$ cat src/rtl/pc_sequencer_pkg.sv
// Shared types and defaults for the program-counter sequencer and its return stack.
package pc_sequencer_pkg;

  localparam int          DEF_ADDR_W    = 16;
  localparam logic [15:0] DEF_RESET_VEC = 16'h0000;
  localparam int          DEF_RAS_DEPTH = 4;

  typedef enum logic [2:0] {
    IDLE,
    INIT,
    FETCH,
    HOLD,
    REDIR
  } seq_state_t;

endpackage

$ cat src/rtl/pc_sequencer_ras.sv
// Circular return-address stack; a push onto a full stack overwrites the oldest entry.
module pc_ras
  import pc_sequencer_pkg::*;
#(
  parameter int W     = DEF_ADDR_W,
  parameter int DEPTH = DEF_RAS_DEPTH
) (
  input  logic         clk,
  input  logic         rst,
  input  logic         push,
  input  logic         pop,
  input  logic [W-1:0] din,
  output logic [W-1:0] top,
  output logic         empty
);

  localparam int PW = (DEPTH > 1) ? $clog2(DEPTH) : 1;

  logic [W-1:0]  mem [DEPTH];
  logic [PW-1:0] ptr;
  logic [PW-1:0] ptr_up;
  logic [PW:0]   count;
  logic          full;

  assign ptr_up = ptr + PW'(1);
  assign full   = (count == (PW+1)'(DEPTH));
  assign empty  = (count == '0);
  assign top    = mem[ptr];

  // ptr always names the newest entry; the count saturates so wrapping drops the oldest
  always_ff @(posedge clk or negedge rst) begin
    if (!rst) begin
      ptr   <= '0;
      count <= '0;
    end else if (push) begin
      ptr <= ptr_up;
      if (!full) count <= count + (PW+1)'(1);
    end else if (pop && !empty) begin
      ptr   <= ptr - PW'(1);
      count <= count - (PW+1)'(1);
    end
  end

  always_ff @(posedge clk) begin
    if (push) mem[ptr_up] <= din;
  end

endmodule

$ cat src/rtl/pc_sequencer.sv
// Fetch sequencer driving an external PC; return stack enabled by defining PC_SEQ_RAS_EN.
module pc_sequencer
  import pc_sequencer_pkg::*;
#(
  parameter int                ADDR_W    = DEF_ADDR_W,
  parameter logic [ADDR_W-1:0] RESET_VEC = ADDR_W'(DEF_RESET_VEC),
  parameter int                RAS_DEPTH = DEF_RAS_DEPTH
) (
  input  logic              clk,
  input  logic              rst,
  input  logic              start,
  input  logic              halt,
  input  logic [ADDR_W-1:0] pc_cur,
  input  logic              imem_ack,
  input  logic              stall,
  input  logic              redirect,
  input  logic [ADDR_W-1:0] redirect_pc,
  input  logic              call,
  input  logic              ret,
  output logic              pc_wr,
  output logic [ADDR_W-1:0] pc_next,
  output logic              imem_req,
  output logic              fetch_done,
  output logic              ras_err
);

  seq_state_t        state, state_n;
  logic              pc_wr_n, imem_req_n, fetch_done_n, ras_err_n;
  logic [ADDR_W-1:0] pc_next_n, pc_inc;
  logic              ras_push, ras_pop, ras_empty, ret_req, call_req;
  logic [ADDR_W-1:0] ras_top;

  assign pc_inc = pc_cur + ADDR_W'(1);

`ifdef PC_SEQ_RAS_EN
  assign ret_req  = ret;
  assign call_req = call;

  pc_ras #(.W(ADDR_W), .DEPTH(RAS_DEPTH)) u_ras (
    .clk   (clk),
    .rst   (rst),
    .push  (ras_push),
    .pop   (ras_pop),
    .din   (pc_inc),
    .top   (ras_top),
    .empty (ras_empty)
  );
`else
  logic unused_ras;
  assign ret_req    = 1'b0;
  assign call_req   = 1'b0;
  assign ras_top    = '0;
  assign ras_empty  = 1'b1;
  assign unused_ras = call ^ ret ^ ras_push ^ ras_pop ^ (RAS_DEPTH == 0);
`endif

  // Requests are only taken when no PC load is in flight, so pc_cur is never stale
  always_comb begin
    state_n      = state;
    pc_wr_n      = 1'b0;
    pc_next_n    = pc_next;
    imem_req_n   = 1'b0;
    fetch_done_n = 1'b0;
    ras_err_n    = 1'b0;
    ras_push     = 1'b0;
    ras_pop      = 1'b0;
    case (state)
      IDLE: begin
        if (start) begin
          pc_wr_n   = 1'b1;
          pc_next_n = RESET_VEC;
          state_n   = INIT;
        end
      end
      INIT: state_n = FETCH;
      FETCH, HOLD: begin
        if (!pc_wr) begin
          if (redirect) begin
            pc_wr_n   = 1'b1;
            pc_next_n = redirect_pc;
            ras_push  = call_req;
            state_n   = REDIR;
          end else if (ret_req && !ras_empty) begin
            pc_wr_n   = 1'b1;
            pc_next_n = ras_top;
            ras_pop   = 1'b1;
            state_n   = REDIR;
          end else begin
            ras_err_n = ret_req;
            if (state == FETCH) begin
              if (imem_req && imem_ack) begin
                fetch_done_n = 1'b1;
                if (stall) begin
                  state_n = HOLD;
                end else begin
                  pc_wr_n   = 1'b1;
                  pc_next_n = pc_inc;
                end
              end
            end else if (!stall) begin
              pc_wr_n   = 1'b1;
              pc_next_n = pc_inc;
              state_n   = FETCH;
            end
          end
        end
      end
      REDIR:   state_n = FETCH;
      default: state_n = IDLE;
    endcase
    if (halt) begin
      state_n      = IDLE;
      pc_wr_n      = 1'b0;
      pc_next_n    = pc_next;
      fetch_done_n = 1'b0;
      ras_err_n    = 1'b0;
      ras_push     = 1'b0;
      ras_pop      = 1'b0;
    end
    imem_req_n = (state_n == FETCH) && !pc_wr_n;
  end

  always_ff @(posedge clk or negedge rst) begin
    if (!rst) begin
      state      <= IDLE;
      pc_wr      <= 1'b0;
      pc_next    <= '0;
      imem_req   <= 1'b0;
      fetch_done <= 1'b0;
      ras_err    <= 1'b0;
    end else begin
      state      <= state_n;
      pc_wr      <= pc_wr_n;
      pc_next    <= pc_next_n;
      imem_req   <= imem_req_n;
      fetch_done <= fetch_done_n;
      ras_err    <= ras_err_n;
    end
  end

endmodule

$ cat config.mk
export PLATFORM = sky130hd
export DESIGN_NAME = pc_sequencer
export DESIGN_NICKNAME = d
export VERILOG_FILES = /design/src/rtl/pc_sequencer_pkg.sv /design/src/rtl/pc_sequencer_ras.sv /design/src/rtl/pc_sequencer.sv
export SDC_FILE = /design/constraint.sdc
export NUM_CORES = 1
export LEC_CHECK = 0
export ABC_AREA = 1
export ABC_CLOCK_PERIOD_IN_PS = 2200
export BUFFER_PORTS_ARGS = -buffer_cell sky130_fd_sc_hd__buf_2
export CORE_MARGIN = 1.5
export CORE_UTILIZATION = 45
export CTS_CLUSTER_DIAMETER = 30
export DETAILED_ROUTE_END_ITERATION = 12
export GPL_TIMING_DRIVEN = 0
export PLACE_DENSITY = 0.84
export SKIP_CTS_REPAIR_TIMING = 1
export SLEW_MARGIN = 5
export SYNTH_ARGS = -nofsm -noshare
export SYNTH_HDL_FRONTEND = slang
export SYNTH_HIERARCHICAL = 1
export SYNTH_SLANG_ARGS = --single-unit
$ cat constraint.sdc
create_clock -name clk -period 2.2 [get_ports clk]
set_input_delay 0.66 -clock clk [delete_from_list [all_inputs] [get_ports clk]]
set_output_delay 0.66 -clock clk [all_outputs]
set_load 0.02 [all_outputs]
Yosys cells after proc, flatten, opt, wreduce, memory -nomap -nowiden. Cells that the tools add are included.

Output and inout bits: 20. Word-level logic and storage cells: 53. Flip-flop bits (word level): 22. Bits of input ports: 41.

Equal/unequal tests: 8. Bitwise gates (word level): 1. Add/sub/neg operators: 1. Reduce and logical (&&, ||, !) cells: 8. Mux-type cells: 30.

Operators by type and width (count): 2-to-1 mux 16 bit (6); one-hot mux 16 bit (2 select lines) (1); 2-to-1 mux 3 bit (8); adder 16 x 1 -> 16 bit (second input constant) (1); 2-to-1 mux 1 bit (13); == test 3 x 2 -> 1 bit (second input constant) (3); one-hot mux 3 bit (3 select lines) (1); AND reduction 5 bit (1); inequality test 2 bit (second input constant) (2); inequality test 4 bit (second input constant) (1); OR reduction 2 bit (2); == test 3 x 1 -> 1 bit (second input constant) (1); == test 3 bit (second input constant) (1); logical NOT 3 bit (1); logical AND 1 bit (2); one-hot mux 1 bit (2 select lines) (1); nonzero test 2 bit (1); logical NOT 1 bit (1); NOT 1 bit (1).

Longest topological paths before layout. Gate-level depths: netlist of run 1.

Depth after elaboration: 9. Mapped depth: 9. Depth with buffers taken out: 9.

Worst setup path before layout of run 1. No wires, ideal clock.

Path type: input port to flip-flop. Start point: input pc_cur[0]. End point: register pc_next[10]. Slack: 0.620 ns. Buffers on the path: 0. Required time: 2.082 ns. Setup time: 0.118 ns. Data arrival time: 1.462 ns. Cell stages on the path: 8. Path through: ha_1 nand2_1 nor2_2 nand3_1 nand2_1 nand3_1 nand2_1 nand2_1.

Word-level cells in the longest chain between the ends: 7.

RTL lines: from (decl) (RTL line pc_sequencer.sv:13) `input logic [ADDR_W-1:0] pc_cur,`; adder 16 x 1 -> 16 bit * (RTL line pc_sequencer.sv:33) `assign pc_inc = pc_cur + ADDR_W'(1);`; 2-to-1 mux 16 bit * (RTL line pc_sequencer.sv:93, pc_sequencer.sv:100); 2-to-1 mux 16 bit (RTL line pc_sequencer.sv:91) `if (imem_req && imem_ack) begin`; 2-to-1 mux 16 bit * (RTL line pc_sequencer.sv:90) `if (state == FETCH) begin`; 2-to-1 mux 16 bit * (RTL line pc_sequencer.sv:78) `if (redirect) begin`; 2-to-1 mux 16 bit * (RTL line pc_sequencer.sv:77) `if (!pc_wr) begin`; one-hot mux 16 bit (2 select lines) * (RTL line pc_sequencer.sv:67) `case (state)`; to (signal assigned) (RTL line pc_sequencer.sv:134) `pc_next <= pc_next_n;`; to (decl) (RTL line pc_sequencer.sv:21) `output logic [ADDR_W-1:0] pc_next,`.

Mark *: on every way between the ends. The rest lies on a longest branch, timed or not. The select of a mux whose other input is x is not followed. A chain may end at the register's enable or synchronous reset.

Final worst setup path of run 1. Same ends and word-level chain as after synthesis.

==> metrics.md, run 1 <==
| Metric | Value |
|---|---|
| Clock transition at the registers of the reported paths | `110 ps` |
| Number of global-route vias before repair | `1564` |
| Setup CP Type | `input pin to flop` |
| Status | `complete, no violations` |
| Chip height | `61.15 um` |
| CTS buffer count | `3` |
| Global-route wire length before repair | `6.499 mm` |
| Final layout net count | `338` |
| Beginning of the critical path | `pc_cur[0]` |
| Vias per cell | `5.246` |
| Total Routing Usage GR | `23.46%` |
| Initial antenna violation count | `0` |
| Layout area overhead | `23.85%` |
| Post-placement cell count | `335` |
| Total of max-cap violations | `0` |
| Initial DRT Pass Iterations | `4` |
| Final setup fails | `0` |
| Yosys reg bits | `22` |
| R2r startpoint | `state[0]` |
| Area contributors post-synth | `dfrtp_1 (36%), nand2_1 (17%), nand3_1 (14%)` |
| Hold crit path type | `input pin to async pin` |
| CTS max path bufs | `2` |
| PortBufs | `57` |
| Worst setup EP type | `flop` |
| WL per Instance | `11.87 um` |
| Largest area contributor in the netlist | `dfrtp_1` |
| CTS tree | `built` |
| Pin count of the biggest net entering global routing | `23` |
| Yosys warns | `6` |
| Max Fanout on Critical Path | `9` |
| Unrepaired setup endpoints after global routing | `no` |
| Starting Density | `48.64%` |
| Post-Syn Area | `0.001521 mm2` |
| Clock root buffer | `clkbuf_4` |
| Setup_tns | `0 ps` |
| Most common cell after layout, fill and taps aside | `nand2_1` |
| Placed Area | `0.001862 mm2` |
| Minimum clock period | `1587 ps` |
| Tcrit/Tclk final | `72.14%` |
| Final slew viol count | `0` |
| Sequential fraction of the synthesis area | `36.18%` |
| Crit path arrival time | `1800 ps` |
| Clk_lat worst skew | `300 ps` |
| Leakage power | `1.123 nW` |
| Hpwl dp | `3.183 mm` |
| PwrDens | `541.1 mW/mm2` |
| Worst Clk Skew | `5.655 ps` |
| DRC | `0` |
| Post-Syn Instances | `234` |
| Filler Cell Count | `316` |
| I/O pin cnt | `61` |
| Setup crit start kind | `input pin` |
| Most frequent cells in the layout | `nand2_1 (67), buf_2 (61), nor2_1 (46), nand3_1 (42), dfrtp_1 (22)` |
| Row Count | `20` |
| Final antenna-violating net count | `0` |
| Routability Congestion | `0.8971` |
| Post-synthesis async set-or-reset flop share | `100.0%` |
| Initial DRC count | `110` |
| CTS H-tree lvls | `1` |
| Die X | `61.15 um` |
| Netlist cell types | `24` |
| Required @ worst endpoint | `2410 ps` |
| Avg Inst Size Synth | `6.502 um2` |
| Core area | `0.003128 mm2` |
| DIE AREA | `0.003739 mm2` |
| Max VDD drop | `0.3317 mV` |
| Drt total wl | `4.012 mm` |
| Non-filler instance count after layout | `338` |
| DR vias | `1773` |
| Top cell type's share of synthesized area | `36.18%` |
| Hold Vio Cnt, Final | `0` |
| Clock sink count | `22` |
| Cell area after layout | `0.001884 mm2` |
| Inserted Diodes | `0` |
| Post-synth EDFFs | `0` |
| FMAX | `0.6300 GHz` |
| Syn Nets | `276` |
| Total gr overflow | `0` |
| Predominant post-synthesis flop cell | `dfrtp_1` |
| Share of layout cells above drive strength 1 | `24.83%` |
## registers in the layout, summed over array words and instances (netlist names)
signal,flops
pc_next,16
state,3
fetch_done,1
imem_req,1
pc_wr,1
## logic make-up after synthesis
group | count (synthesis) | synth area share (%)
buffers and inverters | 29 | 8.717
flip-flops | 22 | 36.18
adder cells (fa/ha/maj) | 1 | 0.8222
XOR/XNOR | 3 | 1.727
AND/OR/NAND/NOR | 168 | 49.01
other | 1 | 0.2465
AO/OA/AOI/OAI | 10 | 3.290
## metal layers
| metal | global-route usage (%) | vias to the layer above | wire length [um] |
|---|---|---|---|
| met2 | 40.88 | 71 | 1952 |
| met5 | 0 | - | 0 |
| met3 | 5.042 | 9 | 204 |
| li1 | - | 870 | - |
| met4 | 8.385 | 0 | 76 |
| met1 | 28.44 | 823 | 1779 |
## critical path, cell delays in order
cell     delay, ps
buf_2          110
ha_1           220
nand2_1         90
nor2_2         320
nand3_1        140
nand2_1         90
nand3_1         60
nand2_1         70
nand2_1         40
## synthesized netlist by cell type, drive strengths merged (2+ instances only)
library cell and n:
a21oi 4, buf 7, dfrtp 22, inv 21
nand2 68, nand3 42, nand3b 2, nand4 7
nor2 48, o21ai 6, xnor2 2
## report_power, final
group          switching, W  total [W]  internal [W]
logic              0.000227   0.000354      0.000126
clock network      0.000113   0.000177     0.0000639
registers         0.0000309   0.000489      0.000458
total              0.000371    0.00102      0.000648
## area by class of cell
| class | count | area (um2) | share of cell area [%] |
|---|---|---|---|
| plain buffers | 8 | 53.80 | 2.855 |
| clock buffers | 3 | 22.52 | 1.195 |
| inverters | 21 | 78.83 | 4.183 |
| multi-input cells | 183 | 838.3 | 44.49 |
| flip-flops and latches | 22 | 550.5 | 29.22 |
| well taps | 44 | 55.05 | 2.922 |
| repair buffers | 57 | 285.3 | 15.14 |
## final timing paths
| kind | cells past startpoint | slack (ps) | end |
|---|---|---|---|
| max | 9 | 610 | pc_next[10] |
| min | 1 | 300 | pc_next[7] |
| max reg2reg | 5 | 740 | pc_next[2] |
| min reg2reg | 2 | 520 | pc_next[11] |
| max in group asynchronous | 1 | 1580 | pc_next[6] |
| min in group clk | 2 | 520 | pc_next[11] |
## per-stage QoR
stage / worst slack (ps) / utilization (%) / total power, W / hold WS [ps]
after global routing: 476.6 / 60.24 / 0.001089 / 318.2
after detailed placement: 342.0 / 59.52 / 0.0008482 / 489.5
after CTS: 652.0 / 60.24 / 0.001024 / 304.0
after global placement: 356.3 / 59.52 / 0.0008427 / 489.1
final: 612.8 / 60.24 / 0.001020 / 296.0
after floorplan: 619.7 / - / 0.0007069 / 364.4
(Power assumes the default switching activity.)
==> run 2: changes to the inputs <==
ABC_AREA = 0   (was 1)
ABC_CLOCK_PERIOD_IN_PS = 1600   (was 2200)
PLACE_DENSITY = 0.86   (was 0.84)
clock period = 1.6 ns   (was 2.2 ns; I/O delays follow)
==> metrics.md, run 2 <==
| Metric | Value |
|---|---|
| Clock network fraction of total power | `21.0% (+3.7 points)` |
| Reg2reg setup slack | `-160 ps (-900 ps)` |
| DIE AREA | `0.003317 mm2 (-11%)` |
| CTS tree | `built` |
| Cell area after layout | `0.001827 mm2 (-3.1%)` |
| Clock root buffer | `clkbuf_4` |
| CTS max path bufs | `2 (unchanged)` |
| Worst setup EP type | `flop` |
| Final setup fails | `16 (+16)` |
| Sw frac | `34.43% (-2.0 points)` |
| Final WS setup | `-161.4 ps (-774.2 ps)` |
| Final layout net count | `268 (-21%)` |
| Biggest regs | `pc_next x16, state x3` |
| Drt total wl | `3.763 mm (-6.2%)` |
| PwrDens | `810.7 mW/mm2 (+50%)` |
| Inserted Diodes | `0 (unchanged)` |
| Most common cell after layout, fill and taps aside | `buf_2` |
| Area contributors post-synth | `dfrtp_1 (41%), xor2_1 (5.2%), nand2_1 (5.0%)` |
| Total of max-cap violations | `0 (unchanged)` |
| Worst path max stage delay | `420 ps (+100 ps)` |
| Row Count | `19 (-5.0%)` |
| Predominant post-synthesis flop cell | `dfrtp_1` |
| Routability Congestion | `0.8375 (-6.6%)` |
| Largest area contributor in the netlist | `dfrtp_1` |
| Chip height | `57.60 um (-5.8%)` |
| Initial antenna violation count | `0 (unchanged)` |
| Total Routing Usage GR | `21.83% (-1.6 points)` |
| Final slew viol count | `0 (unchanged)` |
| Sequential Power Share | `45.2% (-2.8 points)` |
| Most frequent cells after synthesis | `dfrtp_1 (22), nand2_1 (18), nor2_1 (17)` |
| Critical path's slowest cell | `dfrtp_1` |
| Required @ worst endpoint | `1800 ps (-610 ps)` |
| Clock transition at the registers of the reported paths | `130 ps (+20 ps)` |
| Starting Density | `48.22% (-0.42 points)` |
| NetSw | `0.0005100 W (+37%)` |
| Status | `finished, violations left` |
| Final antenna-violating net count | `0 (unchanged)` |
| Total gr overflow | `0 (unchanged)` |
| Post-Syn Instances | `156 (-33%)` |
| WL per Instance | `14.70 um (+24%)` |
| Share of layout cells above drive strength 1 | `39.11% (+14 points)` |
| Internal | `0.0009711 W (+50%)` |
| Clk_lat worst skew | `320 ps (+20 ps)` |
| Violated checks | `negative setup slack` |
| Hpwl dp | `2.731 mm (-14%)` |
| Netlist cell types | `37 (+54%)` |
| Global-route wire length before repair | `5.513 mm (-15%)` |
| Post-Syn Area | `0.001341 mm2 (-12%)` |
| DRC | `0 (unchanged)` |
| CP cell instances | `or3b_4, or3_4, a21boi_4, buf_6, nand2_2, o41ai_2` |
| Setup crit start kind | `flop` |
| Post-synth EDFFs | `0 (unchanged)` |
| Hold crit path type | `input pin to async pin` |
| Clock sink count | `22 (unchanged)` |
| Avg Inst Size Synth | `8.598 um2 (+32%)` |
| Initial DRT Pass Iterations | `6 (+2)` |
| Top reg by flops | `pc_next` |
| Worst Clk Skew | `11.33 ps (+5.670 ps)` |
| DR vias | `1453 (-18%)` |
| Max VDD drop | `0.7097 mV (+110%)` |
| CTS H-tree lvls | `1 (unchanged)` |
| Most frequent cells in the layout | `buf_2 (56), dfrtp_1 (22), nor2_1 (17), nand2_1 (14), o21ai_0 (11)` |
| Initial DRC count | `58 (-47%)` |
| Post-synthesis async set-or-reset flop share | `100.0% (unchanged)` |
| Tcrit/Tclk final | `110.1%` |
| Yosys reg bits | `22 (unchanged)` |
| CTS buffer count | `3 (unchanged)` |
| Leakage power | `0.9224 nW (-18%)` |
| Yosys warns | `6 (unchanged)` |
| Hold Vio Cnt, Final | `0 (unchanged)` |
| Number of global-route vias before repair | `1301 (-17%)` |
| Worst slack at placement | `-380.8 ps (-722.8 ps)` |
| Syn Nets | `198 (-28%)` |
| I/O pin cnt | `61 (unchanged)` |
| Most frequent cell after synthesis | `dfrtp_1` |
| Crit path arrival time | `1960 ps (+160 ps)` |
| Max Fanout on Critical Path | `5 (-4)` |
| Vias per cell | `5.676 (+8.2%)` |
| Sequential fraction of the synthesis area | `41.04% (+4.9 points)` |
| Die X | `57.60 um (-5.8%)` |
| Combinational power share | `33.9% (-0.8 points)` |
| PortBufs | `56 (-1.8%)` |
| Max reg flops | `16 (unchanged)` |
| Placed Area | `0.001660 mm2 (-11%)` |
| Unrepaired setup endpoints after global routing | `yes` |
| FMAX | `0.5677 GHz` |
| Minimum clock period | `1761 ps` |
| Pin count of the biggest net entering global routing | `23 (unchanged)` |
| Top cell type's share of synthesized area | `41.04% (+4.9 points)` |
| Layout area overhead | `36.19%` |
| Setup CP Type | `flop to flop` |
| Core area | `0.002781 mm2 (-11%)` |
-- run 2: changes by cell type after synthesis, sizes merged, moves of 5 or more --
cell / delta
nand2: -49
nand3: -33
nor2: -31
inv: -15
o21ai: +12
xor2: +7
nor4: +6
buf: -5
-- run 2: layer usage --
metal,GRT usage (%),part of all wire (%)
met5,0,0
met4,8.306,1.6
met3,3.401,7.1
met2,36.53,50
met1,28.36,41
-- run 2: worst paths after layout --
| check | end | depth (start not counted) | from |
|---|---|---|---|
| hold / removal | pc_next[0] | 1 | rst |
| max in group asynchronous | pc_next[4] | 1 | rst |
| hold reg to reg | pc_next[2] | 2 | pc_next[2] |
| min in group clk | pc_next[5] | 3 | redirect_pc[5] |
| setup / recovery | pc_next[10] | 6 | state[0] |
| setup reg to reg | pc_next[10] | 6 | state[0] |
-- run 2: kinds of logic (layout without fill, tap and decap cells) --
| kind of cell | after synthesis | in the layout | share of synthesized area [%] |
|---|---|---|---|
| AOI/OAI and AO/OA | 40 | 41 | 19.50 |
| xor gates and xnor gates | 14 | 14 | 9.142 |
| buffers and inverters | 12 | 80 | 4.197 |
| muxes | 1 | 1 | 0.7463 |
| adders and majority gates | 1 | 1 | 0.9327 |
| other | 1 | 1 | 0.2796 |
| DFF | 22 | 22 | 41.04 |
| and+or+nand+nor | 65 | 65 | 24.16 |
-- run 2: final cells by class --
type | instances | area (um2)
repair buffers | 64 | 347.8
plain buffers | 6 | 33.78
fillers | 249 | 954.7
multi-input cells | 123 | 797.0
inverters | 6 | 22.52
clock buffers | 4 | 36.28
flip-flops and latches | 22 | 550.5
well taps | 31 | 38.79
-- run 2: critical path: cells and delay by family (launching register included) --
kind / cells / cell delay, ps
flip-flops: 1 / 420
AO/OA/AOI/OAI: 2 / 240
AND/OR/NAND/NOR: 3 / 840
buffers and inverters: 1 / 150
-- run 2: metrics by stage --
step | cells | total power (W) | hold WS [ps] | setup TNS (ps) | utilization [%]
2_1_floorplan | 156 | 0.0009309 | 184.4 | -1397 | -
3_3_place_gp | 243 | 0.001105 | 445.3 | -4571 | 59.69
3_5_place_dp | 243 | 0.001115 | 452.3 | -5027 | 59.69
4_1_cts | 247 | 0.001416 | 119.7 | -3348 | 61.00
5_1_grt | 256 | 0.001557 | 131.0 | -2403 | 65.68
6_report | 256 | 0.001481 | 97.53 | -1667 | 65.68
-- run 2: power by group through the flow --
| stage | Sequential [W] | Clock (W) | Combinational [W] |
|---|---|---|---|
| after global placement | 0.000677 | 0 | 0.000427 |
| after CTS | 0.000669 | 0.000313 | 0.000435 |
| after floorplan | 0.000755 | 0 | 0.000175 |
| after detailed placement | 0.000680 | 0 | 0.000435 |
| after global routing | 0.000677 | 0.000335 | 0.000544 |
| final | 0.000669 | 0.000310 | 0.000502 |
==> run 3: changes to the inputs <==
SETUP_SLACK_MARGIN = 0.1   (was unset)
==> metrics.md, run 3 (synthesis results as in run 2) <==
| Metric | Value |
|---|---|
| Share of layout cells above drive strength 1 | `39.13% (about the same)` |
| Most common cell after layout, fill and taps aside | `buf_2` |
| Die X | `57.60 um (unchanged)` |
| Worst Clk Skew | `4.663 ps (-6.662 ps)` |
| Total Routing Usage GR | `22.20% (+0.37 points)` |
| Status | `finished, violations left` |
| Max reg flops | `16 (unchanged)` |
| Unrepaired setup endpoints after global routing | `yes` |
| Starting Density | `48.22% (unchanged)` |
| Required @ worst endpoint | `1810 ps (about the same)` |
| Total of max-cap violations | `0 (unchanged)` |
| Max Fanout on Critical Path | `5 (unchanged)` |
| DR vias | `1458 (+0.34%)` |
| Placed Area | `0.001660 mm2 (unchanged)` |
| Initial DRT Pass Iterations | `4 (-2)` |
| Minimum clock period | `1776 ps (+14.93 ps)` |
| CTS max path bufs | `2 (unchanged)` |
| Violated checks | `negative setup slack` |
| Worst path max stage delay | `430 ps (about the same)` |
| Inserted Diodes | `0 (unchanged)` |
| Worst setup EP type | `flop` |
| Final WS setup | `-176.3 ps (-14.93 ps)` |
| Row Count | `19 (unchanged)` |
| Final antenna-violating net count | `0 (unchanged)` |
| DRC | `0 (unchanged)` |
| Initial antenna violation count | `0 (unchanged)` |
| Total gr overflow | `0 (unchanged)` |
| CTS tree | `built` |
| Chip height | `57.60 um (unchanged)` |
| Setup_tns | `-2142 ps (-474.5 ps)` |
| Hpwl dp | `2.639 mm (-3.4%)` |
| Clock sink count | `22 (unchanged)` |
| Biggest regs | `pc_next x16, state x3` |
| PwrDens | `864.9 mW/mm2 (+6.7%)` |
| Layout area overhead | `38.62%` |
| Hold crit path type | `input pin to async pin` |
| Leakage power | `0.9459 nW (+2.5%)` |
| Number of global-route vias before repair | `1340 (+3.0%)` |
| Drt total wl | `3.761 mm (about the same)` |
| Final setup fails | `15 (-1)` |
| Clock transition at the registers of the reported paths | `130 ps (about the same)` |
| Final hold slack | `102.6 ps (+5.093 ps)` |
| Global-route wire length before repair | `5.775 mm (+4.8%)` |
| Pin count of the biggest net entering global routing | `23 (unchanged)` |
| CP cell instances | `or3b_4, or3_4, a21boi_4, buf_4, nand2_1, o21ai_1` |
| CTS buffer count | `3 (unchanged)` |
| Critical path's slowest cell | `dfrtp_2` |
| Crit path arrival time | `1990 ps (+30 ps)` |
| Setup CP Type | `flop to flop` |
| I/O pin cnt | `61 (unchanged)` |
| Routability Congestion | `0.8003 (-4.4%)` |
| WL per Instance | `14.41 um (-2.0%)` |
| Clk_lat worst skew | `320 ps (about the same)` |
| Core area | `0.002781 mm2 (unchanged)` |
| FMAX | `0.5630 GHz (-0.84%)` |
| Setup crit start kind | `flop` |
| Vias per cell | `5.586 (-1.6%)` |
| Max VDD drop | `0.8958 mV (+26%)` |
| Cell area after layout | `0.001859 mm2 (+1.8%)` |
| Final slew viol count | `0 (unchanged)` |
| CTS H-tree lvls | `1 (unchanged)` |
| Final core utilization | `66.85% (+1.2 points)` |
| Final layout net count | `273 (+1.9%)` |
| PortBufs | `56 (unchanged)` |
| Hold Vio Cnt, Final | `0 (unchanged)` |
| Top reg by flops | `pc_next` |
| Tcrit/Tclk final | `111.0% (+0.93 points)` |
| Worst slack at placement | `-331.7 ps (+49.06 ps)` |
| Most frequent cells in the layout | `buf_2 (56), dfrtp_1 (21), nor2_1 (17), nand2_1 (16), buf_4 (13)` |
| DIE AREA | `0.003317 mm2 (unchanged)` |
| Initial DRC count | `89 (+53%)` |
| Clock root buffer | `clkbuf_4` |
-- run 3: changes by cell type in the layout (fill, tap and decap cells not counted), sizes merged --
cell / before / now
bufinv: 0 / 1
buf: 66 / 71
clkbuf: 8 / 7
-- run 3: cell type report --
cell class	count	area, um2
Timing Repair Buffer	69	381.6
Multi-Input combinational cell	123	778.2
Buffer	6	33.78
Tap cell	31	38.79
Sequential cell	22	551.8
Clock inverter	1	30.03
Inverter	6	22.52
Fill cell	237	922.1
Clock buffer	3	22.52
-- run 3: critical path: cells and delay by family (launching register included) --
family / cells / cell delay, ps
AO/OA/AOI/OAI: 2 / 240
buffers and inverters: 1 / 180
flip-flops: 1 / 430
AND/OR/NAND/NOR: 3 / 830
-- run 3: power breakdown --
part           switching [W]  internal [W]  total, W
Clock               0.000177      0.000253  0.000430
Sequential         0.0000438      0.000624  0.000668
Combinational       0.000297      0.000214  0.000510
Total               0.000517       0.00109   0.00161
-- run 3: worst paths after layout --
| check | from | end | slack (ps) | cells after the start |
|---|---|---|---|---|
| setup reg to reg | state[0] | pc_next[15] | -180 | 6 |
| max in group asynchronous | rst | state[0] | 1140 | 1 |
| hold / removal | rst | imem_req | 100 | 1 |
| setup / recovery | state[0] | pc_next[15] | -180 | 6 |
| hold reg to reg | pc_next[14] | pc_next[14] | 480 | 2 |
| min in group clk | halt | state[0] | 400 | 2 |
-- run 3: per-stage QoR --
step                      power [W]  cells
after floorplan           0.0009310    156
after global placement     0.001105    243
final                      0.001608    261
after CTS                  0.001537    247
after global routing       0.001690    261
after detailed placement   0.001114    243
-- run 3: layer usage --
layer | global-route usage (%) | vias to the layer above | part of all wire, %
li1 | - | 707 | -
met4 | 5.316 | 0 | 1.5
met2 | 37.66 | 65 | 50
met3 | 3.175 | 8 | 6.5
met5 | 0 | - | 0
met1 | 29.89 | 678 | 42
